--- src/rtl/nn_ctrl_pkg.sv ---
`default_nettype none
// ============================================================================
//  Module  : nn_ctrl_pkg
//  Brief   : Shared constants and state encoding for the classifier frame
//            sequencer (nn_infer_ctrl) and its beat counters.
//  Revision: 1.0  initial release
// ============================================================================
package nn_ctrl_pkg;

    // Default geometry of the 10-neuron fully connected classifier
    localparam int DW_DEF        = 22;   // 6 integer + 16 fractional bits
    localparam int WIDTH_DEF     = 784;  // pixels per frame (28x28)
    localparam int DRAIN_CYC_DEF = 2;    // ROM read + MAC register
    localparam int CYC_W_DEF     = 16;

    // Counter widths derived from the default geometry
    localparam int PIX_CNT_W   = $clog2(WIDTH_DEF);
    localparam int DRAIN_CNT_W = $clog2(DRAIN_CYC_DEF + 1);

    // Sequencer state encoding
    typedef logic [2:0] state_t;
    localparam state_t ST_IDLE   = 3'd0;
    localparam state_t ST_CLEAR  = 3'd1;
    localparam state_t ST_STREAM = 3'd2;
    localparam state_t ST_DRAIN  = 3'd3;
    localparam state_t ST_DONE   = 3'd4;

endpackage : nn_ctrl_pkg
`default_nettype wire

--- src/rtl/nn_beat_counter.sv ---
`default_nettype none
// ============================================================================
//  Module  : nn_beat_counter
//  Brief   : Modulo-N up-counter with synchronous clear, count enable and a
//            terminal-count flag that is high while the count equals N-1.
//  Revision: 1.0  initial release
// ============================================================================
module nn_beat_counter #(
    parameter int N = 2,
    parameter int W = (N > 1) ? $clog2(N) : 1
) (
    input  logic clk,
    input  logic reset,
    input  logic clr_i,
    input  logic en_i,
    output logic tc_o
);

    localparam logic [W-1:0] LAST = W'(N - 1);

    logic [W-1:0] cnt_q;
    logic [W-1:0] cnt_d;

    assign tc_o = (cnt_q == LAST);

    // Next count: clear wins over enable; wrap to zero after the last value
    always_comb begin
        cnt_d = cnt_q;
        if (clr_i) begin
            cnt_d = '0;
        end else if (en_i) begin
            cnt_d = tc_o ? '0 : cnt_q + W'(1);
        end
    end

    // Count register
    always_ff @(posedge clk) begin
        if (reset) begin
            cnt_q <= '0;
        end else begin
            cnt_q <= cnt_d;
        end
    end

endmodule : nn_beat_counter
`default_nettype wire

--- src/rtl/nn_infer_ctrl.sv ---
`default_nettype none
// ============================================================================
//  Module  : nn_infer_ctrl
//  Brief   : Frame sequencer for the 10-neuron classifier. Clears the
//            datapath, streams one frame of pixels with one enable per
//            accepted beat, waits out pipeline latency and holds the
//            predicted class until the consumer takes it.
//  Revision: 1.0  initial release
// ============================================================================
module nn_infer_ctrl
    import nn_ctrl_pkg::*;
#(
    parameter int DW        = DW_DEF,
    parameter int WIDTH     = WIDTH_DEF,
    parameter int DRAIN_CYC = DRAIN_CYC_DEF,
    parameter int CYC_W     = CYC_W_DEF
) (
    input  logic             clk,
    input  logic             reset,
    input  logic             start,
    output logic             busy,
    input  logic             pix_valid,
    output logic             pix_ready,
    input  logic [DW-1:0]    pix_data,
    output logic             nn_rst,
    output logic             nn_en,
    output logic [DW-1:0]    nn_pix,
    input  logic [DW-1:0]    nn_result,
    output logic             res_valid,
    input  logic             res_ready,
    output logic [DW-1:0]    res_data,
    output logic [CYC_W-1:0] res_cycles
);

    localparam int              PIX_W   = (WIDTH > 1) ? $clog2(WIDTH) : 1;
    localparam int              DRN_W   = $clog2(DRAIN_CYC + 1);
    localparam logic [CYC_W-1:0] CYC_MAX = {CYC_W{1'b1}};

    state_t           state_q;
    state_t           state_d;
    logic             res_valid_q;
    logic             res_valid_d;
    logic [DW-1:0]    res_data_q;
    logic [DW-1:0]    res_data_d;
    logic [CYC_W-1:0] res_cycles_q;
    logic [CYC_W-1:0] res_cycles_d;
    logic [CYC_W-1:0] cyc_q;
    logic [CYC_W-1:0] cyc_d;
    logic [CYC_W-1:0] cyc_inc;

    logic             in_clear;
    logic             in_stream;
    logic             in_drain;
    logic             beat;
    logic             pix_tc;
    logic             drain_tc;
    logic             drain_last;
    logic             res_take;

    assign in_clear   = (state_q == ST_CLEAR);
    assign in_stream  = (state_q == ST_STREAM);
    assign in_drain   = (state_q == ST_DRAIN);
    assign beat       = in_stream & pix_valid;
    assign drain_last = in_drain & drain_tc;
    assign res_take   = res_valid_q & res_ready;

    // Saturating increment keeps very long stalled frames from wrapping
    assign cyc_inc    = (cyc_q == CYC_MAX) ? cyc_q : cyc_q + CYC_W'(1);

    assign busy       = (state_q != ST_IDLE);
    assign pix_ready  = in_stream;
    assign nn_en      = beat;
    assign nn_pix     = pix_data;
    assign nn_rst     = reset | in_clear;
    assign res_valid  = res_valid_q;
    assign res_data   = res_data_q;
    assign res_cycles = res_cycles_q;

    // Pixel position within the frame; cleared together with the datapath
    nn_beat_counter #(
        .N (WIDTH),
        .W (PIX_W)
    ) u_pix_cnt (
        .clk   (clk),
        .reset (reset),
        .clr_i (in_clear),
        .en_i  (beat),
        .tc_o  (pix_tc)
    );

    // Pipeline drain timer
    nn_beat_counter #(
        .N (DRAIN_CYC),
        .W (DRN_W)
    ) u_drain_cnt (
        .clk   (clk),
        .reset (reset),
        .clr_i (in_clear),
        .en_i  (in_drain),
        .tc_o  (drain_tc)
    );

    // Sequencer next-state logic
    always_comb begin
        state_d = state_q;
        case (state_q)
            ST_IDLE:   if (start)           state_d = ST_CLEAR;
            ST_CLEAR:                       state_d = ST_STREAM;
            ST_STREAM: if (beat && pix_tc)  state_d = ST_DRAIN;
            ST_DRAIN:  if (drain_tc)        state_d = ST_DONE;
            ST_DONE:   if (res_take)        state_d = ST_IDLE;
            default:                        state_d = ST_IDLE;
        endcase
    end

    // Cycle counter and result register next values; the captured cycle
    // count includes the final drain cycle itself
    always_comb begin
        cyc_d        = cyc_q;
        res_valid_d  = res_valid_q;
        res_data_d   = res_data_q;
        res_cycles_d = res_cycles_q;
        if ((state_q == ST_IDLE) && start) begin
            cyc_d = '0;
        end else if (in_clear || in_stream || in_drain) begin
            cyc_d = cyc_inc;
        end
        if (drain_last) begin
            res_valid_d  = 1'b1;
            res_data_d   = nn_result;
            res_cycles_d = cyc_inc;
        end else if (res_take) begin
            res_valid_d  = 1'b0;
        end
    end

    // State, cycle counter and result registers
    always_ff @(posedge clk) begin
        if (reset) begin
            state_q      <= ST_IDLE;
            cyc_q        <= '0;
            res_valid_q  <= 1'b0;
            res_data_q   <= '0;
            res_cycles_q <= '0;
        end else begin
            state_q      <= state_d;
            cyc_q        <= cyc_d;
            res_valid_q  <= res_valid_d;
            res_data_q   <= res_data_d;
            res_cycles_q <= res_cycles_d;
        end
    end

endmodule : nn_infer_ctrl
`default_nettype wire

--- config.mk ---
export PLATFORM = sky130hd
export DESIGN_NAME = nn_infer_ctrl
export DESIGN_NICKNAME = d
export VERILOG_FILES = /design/src/rtl/nn_ctrl_pkg.sv /design/src/rtl/nn_beat_counter.sv /design/src/rtl/nn_infer_ctrl.sv
export SDC_FILE = /design/constraint.sdc
export NUM_CORES = 1
export LEC_CHECK = 0
export ABC_AREA = 1
export CAP_MARGIN = 20
export CORE_UTILIZATION = 46
export DETAILED_ROUTE_END_ITERATION = 6
export PLACE_DENSITY = 0.8
export SYNTH_ARGS = -nofsm -noshare
export SYNTH_HDL_FRONTEND = slang
export SYNTH_SLANG_ARGS = --single-unit
--- constraint.sdc ---
create_clock -name clk -period 2.05 [get_ports clk]
set_clock_uncertainty 0.05 [all_clocks]
set_input_delay 0.5125 -clock clk [delete_from_list [all_inputs] [get_ports clk]]
set_output_delay 0.5125 -clock clk [all_outputs]
set_load 0.05 [all_outputs]
# == Word-level counts from Yosys, hierarchy flattened ==
# Cells that the tools add are included.
# word_totals
regBits,70
in_bits,49
# op_classes
bitwise_logic,4
addsub,3
n_reduce_logical,10
n_eq_ne,11
mux,10
# op_table
operator,count
16-bit by 1-bit adder with 16-bit output (second input constant),1
16-bit == test (second input constant),1
16-bit two-way mux,1
3-bit one-hot mux with 5 select lines,1
3-bit two-way mux,4
10-bit by 1-bit adder with 10-bit output (second input constant),1
10-bit == test (second input constant),1
10-bit two-way mux,1
3-bit by 2-bit == test with 1-bit output (second input constant),2
2-bit by 1-bit != test with 1-bit output (second input constant),2
2-bit != test (second input constant),2
4-bit AND reduction,1
2-bit OR reduction,2
1-bit bitwise AND,3
3-bit by 1-bit == test with 1-bit output (second input constant),1
3-bit == test (second input constant),1
3-bit zero test,1
3-bit nonzero test,1
2-bit by 1-bit adder with 2-bit output (second input constant),1
2-bit by 1-bit == test with 1-bit output (second input constant),1
1-bit logical AND,2
1-bit logical OR,2
1-bit two-way mux,2
2-bit two-way mux,1
2 further kinds,2

# == Depth between registers and ports, before layout ==
# Gate-level depths: netlist (run 1).
# logic_depth
ltp_word,5
depth_mapped,10

# == By module ==
# From an unflattened synthesis (run 1), not the netlist that was laid out.
# unflattened
hier_cells,494
hier_area_um2,3494.6
# by_module_without_submodules
mod,n_inst,area_per_inst_um2,cells_per_inst
nn_infer_ctrl,1,2850.2,403
nn_beat_counter at u_pix_cnt,1,570.5,80
nn_beat_counter at u_drain_cnt,1,73.8,11

# == Worst setup path after synthesis (run 1) ==
# OpenSTA, ideal clock, no wires.
# synth_timing
path_kind,input port to output port
start,input port reset
end,output port nn_rst
path_buffers,1
arrival_ps,1357
path_stages,3
setup_slack_ps,131
required_time_ps,1487
path_cell_list,buf_2 clkinv_1 nand2_1
# synth_between
elab_chain_len,1
# synth_lines
element,line,rtl
"start, declared",nn_infer_ctrl.sv:19,"input logic reset,"
1-bit OR,nn_infer_ctrl.sv:74,assign nn_rst = reset | in_clear;
"end, declared",nn_infer_ctrl.sv:25,"output logic nn_rst,"
# No other way between the ends.

# == Worst setup path after layout (run 1) ==
# Same ends and word-level chain as after synthesis.

==> results of run 1 <==
[power groups by stage]
| stage | logic (mW) | clock network, mW | registers [mW] |
|---|---|---|---|
| 2_1_floorplan | 0.748 | 0 | 1.62 |
| 3_3_place_gp | 0.935 | 0 | 1.62 |
| 3_5_place_dp | 0.959 | 0 | 1.63 |
| 4_1_cts | 0.964 | 1.21 | 1.60 |
| 5_1_grt | 1.07 | 1.27 | 1.62 |
| 6_report | 0.966 | 1.18 | 1.60 |
[sequential cells by signal (all words and copies together), names as in the netlist]
signal and count:
u_drain_cnt.cnt_q 2, cyc_q 16, res_valid 1, state_q 3, u_pix_cnt.cnt_q 10, res_cycles 16
res_data 22
[routing by layer]
layer | track usage, % | up-vias
met3 | 7.04 | 12
met5 | 0 | -
met2 | 34.2 | 125
met4 | 7.07 | 0
li1 | - | 1688
met1 | 27.2 | 1491
[stage by stage]
| step | std cells | worst slack, ns |
|---|---|---|
| 2_1_floorplan | 500 | 0.131 |
| 3_3_place_gp | 642 | 0.0867 |
| 3_5_place_dp | 642 | 0.0834 |
| 4_1_cts | 658 | 0.000343 |
| 5_1_grt | 658 | 0.0330 |
| 6_report | 658 | 0.0897 |
[placed cells by master (no fill, tap or decap), types with 2 or more instances in the layout]
master / instances
nand3_2: 9
o21ai_0: 39
nor2_2: 2
nor2_1: 107
dlygate4sd2_1: 13
dlymetal6s2s_1: 4
dfxtp_1: 69
clkbuf_8: 12
nand3b_1: 2
xnor2_1: 2
nor3_1: 8
nand3_1: 23
nand2_2: 7
ha_1: 2
buf_12: 4
clkdlybuf4s50_1: 26
nor2_4: 5
a21oi_1: 23
clkinvlp_4: 2
inv_1: 50
o21ai_1: 16
buf_4: 35
nand4_1: 11
nand2_1: 70
xor2_1: 4
[layout make-up]
type	count	area, µm²
Clock buffer	12	165
Clock inverter	4	53.8
Fill cell	673	2960
Inverter	53	201
Multi-Input combinational cell	338	1660
Sequential cell	70	1400
Tap cell	99	124
Timing Repair Buffer	82	767
[what timing repair did]
item                                    CTS  global route
resized for setup                        13             5
hold endpoints to repair                  0             0
cloned                                    0             0
endpoints found under the setup margin   13             5
setup buffers                             0             0
[worst max-delay path, stage by stage]
cell	delay, ns
clkdlybuf4s50_1	0.49
clkinv_1	0.09
nand2_1	0.15
buf_12	0.16
[path summary, 6_finish.rpt]
kind,slack (ns),to
worst max register to register,0.30,cyc_q[15]$_SDFFE_PP0P_
worst max-delay path,0.09,nn_rst
worst min register to register,0.40,u_drain_cnt.cnt_q[1]$_SDFFE_PP0P_
worst min-delay path,0.40,u_drain_cnt.cnt_q[1]$_SDFFE_PP0P_
[cell usage after synthesis, drive strengths merged]
library cell  count  share of area (%)
nor2            114                 13
nand2            77                8.7
dfxtp            70                 40
o21ai            55                7.8
inv              52                5.6
buf              36                7.3
nand3            33                6.3
a21oi            23                3.3
nand4            11                2.0
nor3             10                1.9
xor2              4               0.99
clkbuf            3               0.32
ha                2               0.71
nand3b            2               0.43
xnor2             2               0.50
a31o              1               0.25
a31oi             1               0.18
and2              1               0.18
clkinv            1               0.11
nor3b             1               0.21
o2111ai           1               0.25
[cells by family after synthesis]
group | after synthesis
flip-flops | 70
AO/OA/AOI/OAI | 81
adder cells (fa/ha/maj) | 2
buffers and inverters | 92
XOR/XNOR | 6
AND/OR/NAND/NOR | 249
==> summary.md, run 1 <==
| Metric | Value |
|---|---|
| Synth Area in Adders | 0.709% |
| Status | completed |
| Tmin final | roughly 2.0 ns |
| Final #Nets | 605 |
| Synth Area in Compound Gates | between 10% and 20% |
| Syn Inst Count | 500 |
| Sw Share | between 30% and 40% |
| Post-Syn Area | 3530 µm² |
| Sequential element share of the synthesized area | about 40% |
| Worst r2r path cells | 8 |
| Xor/xnor share of the synthesized area | about 1.5% |
| YS warnings | 0 |
| Worst-Margin Slew | around 0.51 ns |
| Sw Pwr | around 1.2 mW |
| Initial Utilization | 48.1% |
| Min-delay src | u_drain_cnt.cnt_q[1]$_SDFFE_PP0P_ |
| Ports | 114 |
| Post-synthesis mux area share | 0% |
| First-pass GRT wire length | ~13000 µm |
| Max rail drop VDD | ~0.00036 V |
| Hold WC Path Type | reg2reg |
| Total global-route track usage | 21.4% |
| Max Transition Viols Final | 0 |
| Total CTS buffers | 9 |
| Synthesized area per cell | between 7 and 8 µm² |
| Worst setup path start | reset |
| Period utilisation layout | about 96% |
| RSZ-0062 raised after global routing | false |
| Die area | roughly 8000 µm² |
| Total Power | 3.75 mW |
| # rows | 31 |
| Yosys cell types | 34 |
| Met3 routed WL | 617 µm |
| Largest net degree at the start of global routing | 46 |
| Top routing layer in use | met4 |
| DR vias | between 3000 and 4000 |
| Gr ovfl total | 0 |
| Count of hold-fix buffers inserted at cts | 0 |
| CP required | about 1.5 ns |
| CTS Buffer Depth | 2 |
| Ratio of total power to cell area | 857 nW/µm² |
| Horiz. Die Dim | about 90 µm |
| Max Cap Violations | 0 |
| Share of cells above drive strength 1 | 15.2% |
| Final instance area | 4370 µm² |
| # DRC | 0 |
| P_int | roughly 2.5 mW |
| Final core utilization | 59.6% |
| Hold Path Depth | 2 |
| Fin Hold WS | around 0.4 ns |
| H-tree levels | 3 |
| Met2 routed WL | roughly 3700 µm |
| Worst-path maximum fanout | 2 |
| CTS tree | yes |
| Main combinational cell family by area after synthesis | simple AND/OR/NAND/NOR gates |
| P_leak | 2.00 nW |
| Placed Area | roughly 4200 µm² |
| Clk_lat worst skew | roughly 0.34 ns |
| Buffers on Ports | 69 |
| Clock Power Share | a little under a third |
| Simple-gate share of the synthesized area | about 33% |
| Mapped Nets | between 500 and 600 |
| Startpoint Class | primary input |
| Chip height | 89.6 µm |
| Area delta synth->final | 23.8% |
| Endpoint class of the critical path | output port |
| Pre-antenna DRT Iters | 4 |
| Post-route ant nets | 0 |
| CTS root buffer | clkbuf_8 |
| FMAX | just over 0.5 GHz |
| Power share of the combinational group | around a quarter |
| Synth Register Bits | 70 |
| Fin. Hold Viols | 0 |
| Setup violators final | 0 |
| Slew HR | between 60% and 70% |
| Vias per cell | 5.04 |
| Clock transition at the registers of the reported paths | around 0.07 ns |
| Vias in the first global route | between 3000 and 4000 |
| CTS Sinks | 70 |
| Average wire per standard cell | approximately 12 µm |
| CP Class | in2out |
| # diodes | 0 |
| Reg2reg start | cyc_q[1]$_SDFFE_PP0P_ |
| Initial antenna violation count | 0 |
| Critical path data arrival time | approximately 1.4 ns |
| TNS Setup | 0 ns |
| Iter 0 DRT Violations | 160 |
| Power share of the sequential group | about 43% |
| Final wirelength | about 8000 µm |
| Post-DP HPWL | 5850 µm |
| Core box area | ~7300 µm² |
| RePlAce Congestion | ~0.9 |
| DRT met1 WL | 3750 µm |
Note: power is estimated with default switching activity, not from simulation.
==> run 2, diff against run 1 <==
Settings changed: CAP_MARGIN 20 to unset.
==> results of run 2 <==
Same layout as run 1: the final DEF is identical, and so are final timing and power.
==> run 3, diff against run 2 <==
Settings changed: CORE_UTILIZATION 46 to 36, CTS_CLUSTER_SIZE set to 16, PLACE_DENSITY 0.8 to unset.
==> run 3 against run 2 <==
  * Power rose by 1.7%
  * Die area rose by 27%
  * Sequential share of layout area fell by 0.14 points
  * Wire length rose by 3.6%
  * Core utilization fell by 13 points
  * Count of clock-buffer cells in the layout fell by 3
  * First-iteration DRC count fell by 49%
  * Critical path depth did not move
  * Largest cell class unchanged
==> summary.md, run 3 (synthesized netlist as in run 1, its figures left out) <==
| Metric | Value |
|---|---|
| Slew HR | between 60% and 70% |
| Max Transition Viols Final | 0 |
| Endpoint class of the critical path | output port |
| Pre-antenna DRT Iters | 4 |
| Vias in the first global route | slightly above 3000 |
| TNS Setup | 0 ns |
| Most common cell after layout, fill and taps aside | nor2_1 |
| Core box area | between 9000 and 10000 µm² |
| CTS tree | yes |
| Reg area | about 1400 µm² |
| H-tree levels | 3 |
| Fin Hold WS | ~0.4 ns |
| Largest net degree at the start of global routing | 46 |
| CP required | roughly 1.5 ns |
| Non-Filler Instances | ~690 |
| Count of hold-fix buffers inserted at cts | 0 |
| Most frequent cells in the layout | nor2_1 (107), nand2_1 (70), dfxtp_1 (69) |
| First-pass GRT wire length | 14200 µm |
| Ratio of total power to cell area | approximately 870 nW/µm² |
| Period utilisation layout | between 90% and 100% |
| Worst-path maximum fanout | 2 |
| CTS Sinks | 70 |
| Fin. Hold Viols | 0 |
| Chip height | a little over 100 µm |
| # DRC | 0 |
| Max rail drop VDD | roughly 0.00042 V |
| Share of cells above drive strength 1 | roughly 16% |
| Gr ovfl total | 0 |
| Buffers on Ports | between 60 and 70 |
| Post-DP HPWL | about 6000 µm |
| Post-placement cell count | approximately 670 |
| Max Cap Violations | 0 |
| Area delta synth->final | 24.4% |
| Critical path data arrival time | between 1 and 1.5 ns |
| Fillers | roughly 970 |
| Hold WC Path Type | reg2reg |
| CTS root buffer | clkbuf_8 |
| Die area | between 10000 and 15000 µm² |
| Total CTS buffers | 9 |
| Max reg flops | 22 |
| P_leak | around 1.9 nW |
| Initial Utilization | approximately 38% |
| Startpoint Class | primary input |
| Post-CTS setup buffer count | 0 |
| Initial antenna violation count | 0 |
| Horiz. Die Dim | between 100 and 150 µm |
| Final wirelength | 8500 µm |
| CTS Buffer Depth | 2 |
| Clock transition at the registers of the reported paths | about 0.080 ns |
| Vias per cell | 4.68 |
| Worst-Margin Slew | 0.506 ns |
| DR vias | ~3200 |
| Ports | between 100 and 150 |
| # diodes | 0 |
| Post-route ant nets | 0 |
| Final #Nets | between 600 and 700 |
| CP Class | in2out |
| Tmin final | around 2.0 ns |
| RSZ-0062 raised after global routing | false |
| FMAX | between 0.5 and 0.6 GHz |
| Status | completed |
| Iter 0 DRT Violations | 82 |
| Clk_lat worst skew | 0.35 ns |
| Area taken by multi-input logic gates | roughly 1700 µm² |
| # rows | 35 |
| Total global-route track usage | between 15 and 20% |
| Setup violators final | 0 |
| Average wire per standard cell | between 10 and 15 µm |
| RePlAce Congestion | 0.832 |
==> run 3: cell types whose count changed in the layout (fill, tap and decap cells not counted), sizes merged <==
cell | before | now
dlymetal6s2s | 4 | 0
buf | 39 | 43
clkbuf | 12 | 9
clkinvlp | 2 | 0
clkinv | 2 | 5
inv | 52 | 53
bufinv | 1 | 2
==> run 3: final cells by class <==
class                      count  share of cell area (%)
timing repair buffer          82                    17.0
tap                          129                    3.68
inverter                      53                    4.59
sequential                    70                    32.0
clock inverter                 7                    2.20
clock buffer                   9                    2.82
multi-input combinational    338                    37.7
==> run 3: final timing paths <==
kind                                          start                                 to  slack (ns)  cells after the start
hold reg to reg   u_drain_cnt.cnt_q[1]$_SDFFE_PP0P_  u_drain_cnt.cnt_q[1]$_SDFFE_PP0P_        0.39                      2
setup / recovery                              reset                             nn_rst        0.09                      4
hold / removal    u_drain_cnt.cnt_q[1]$_SDFFE_PP0P_  u_drain_cnt.cnt_q[1]$_SDFFE_PP0P_        0.39                      2
setup reg to reg              cyc_q[1]$_SDFFE_PP0P_             cyc_q[11]$_SDFFE_PP0P_        0.37                      8
==> run 3: repair_timing <==
item | in CTS | in global routing
endpoints found under the hold margin | 0 | 0
endpoints found under the setup margin | 13 | 1
resized for setup | 13 | 1
pin swaps | 0 | 0
==> run 3: through the flow <==
stage,power (mW),worst slack (ns),cell area (µm²),util [%]
detailed placement,2.59,0.0776,4180,44.6
finish,3.81,0.0871,4390,46.8
floorplan,2.37,0.131,3530,-
global placement,2.58,0.0739,4180,44.6
CTS,3.86,0.0231,4390,46.8
global route,4.05,0.0285,4390,46.8
==> run 3: metal layers <==
layer,track usage [%],routed length [µm],vias up
li1,-,-,1685
met1,22.2,3860,1423
met2,28.6,3910,103
met3,6.52,653,10
met4,5.57,66,0
met5,0,0,-
==> run 3: power by group <==
| group | internal, mW | total [mW] | leakage [nW] | switching, mW |
|---|---|---|---|---|
| combinational | 0.376 | 0.950 | 1.26 | 0.574 |
| sequential | 1.47 | 1.61 | 0.567 | 0.136 |
| clock | 0.689 | 1.25 | 0.114 | 0.564 |
| total | 2.53 | 3.81 | 1.94 | 1.28 |
==> run 3: critical path: stages <==
cell and delay (ns):
clkdlybuf4s50_1 0.49, clkinv_1 0.08, nand2_1 0.16, buf_12 0.16
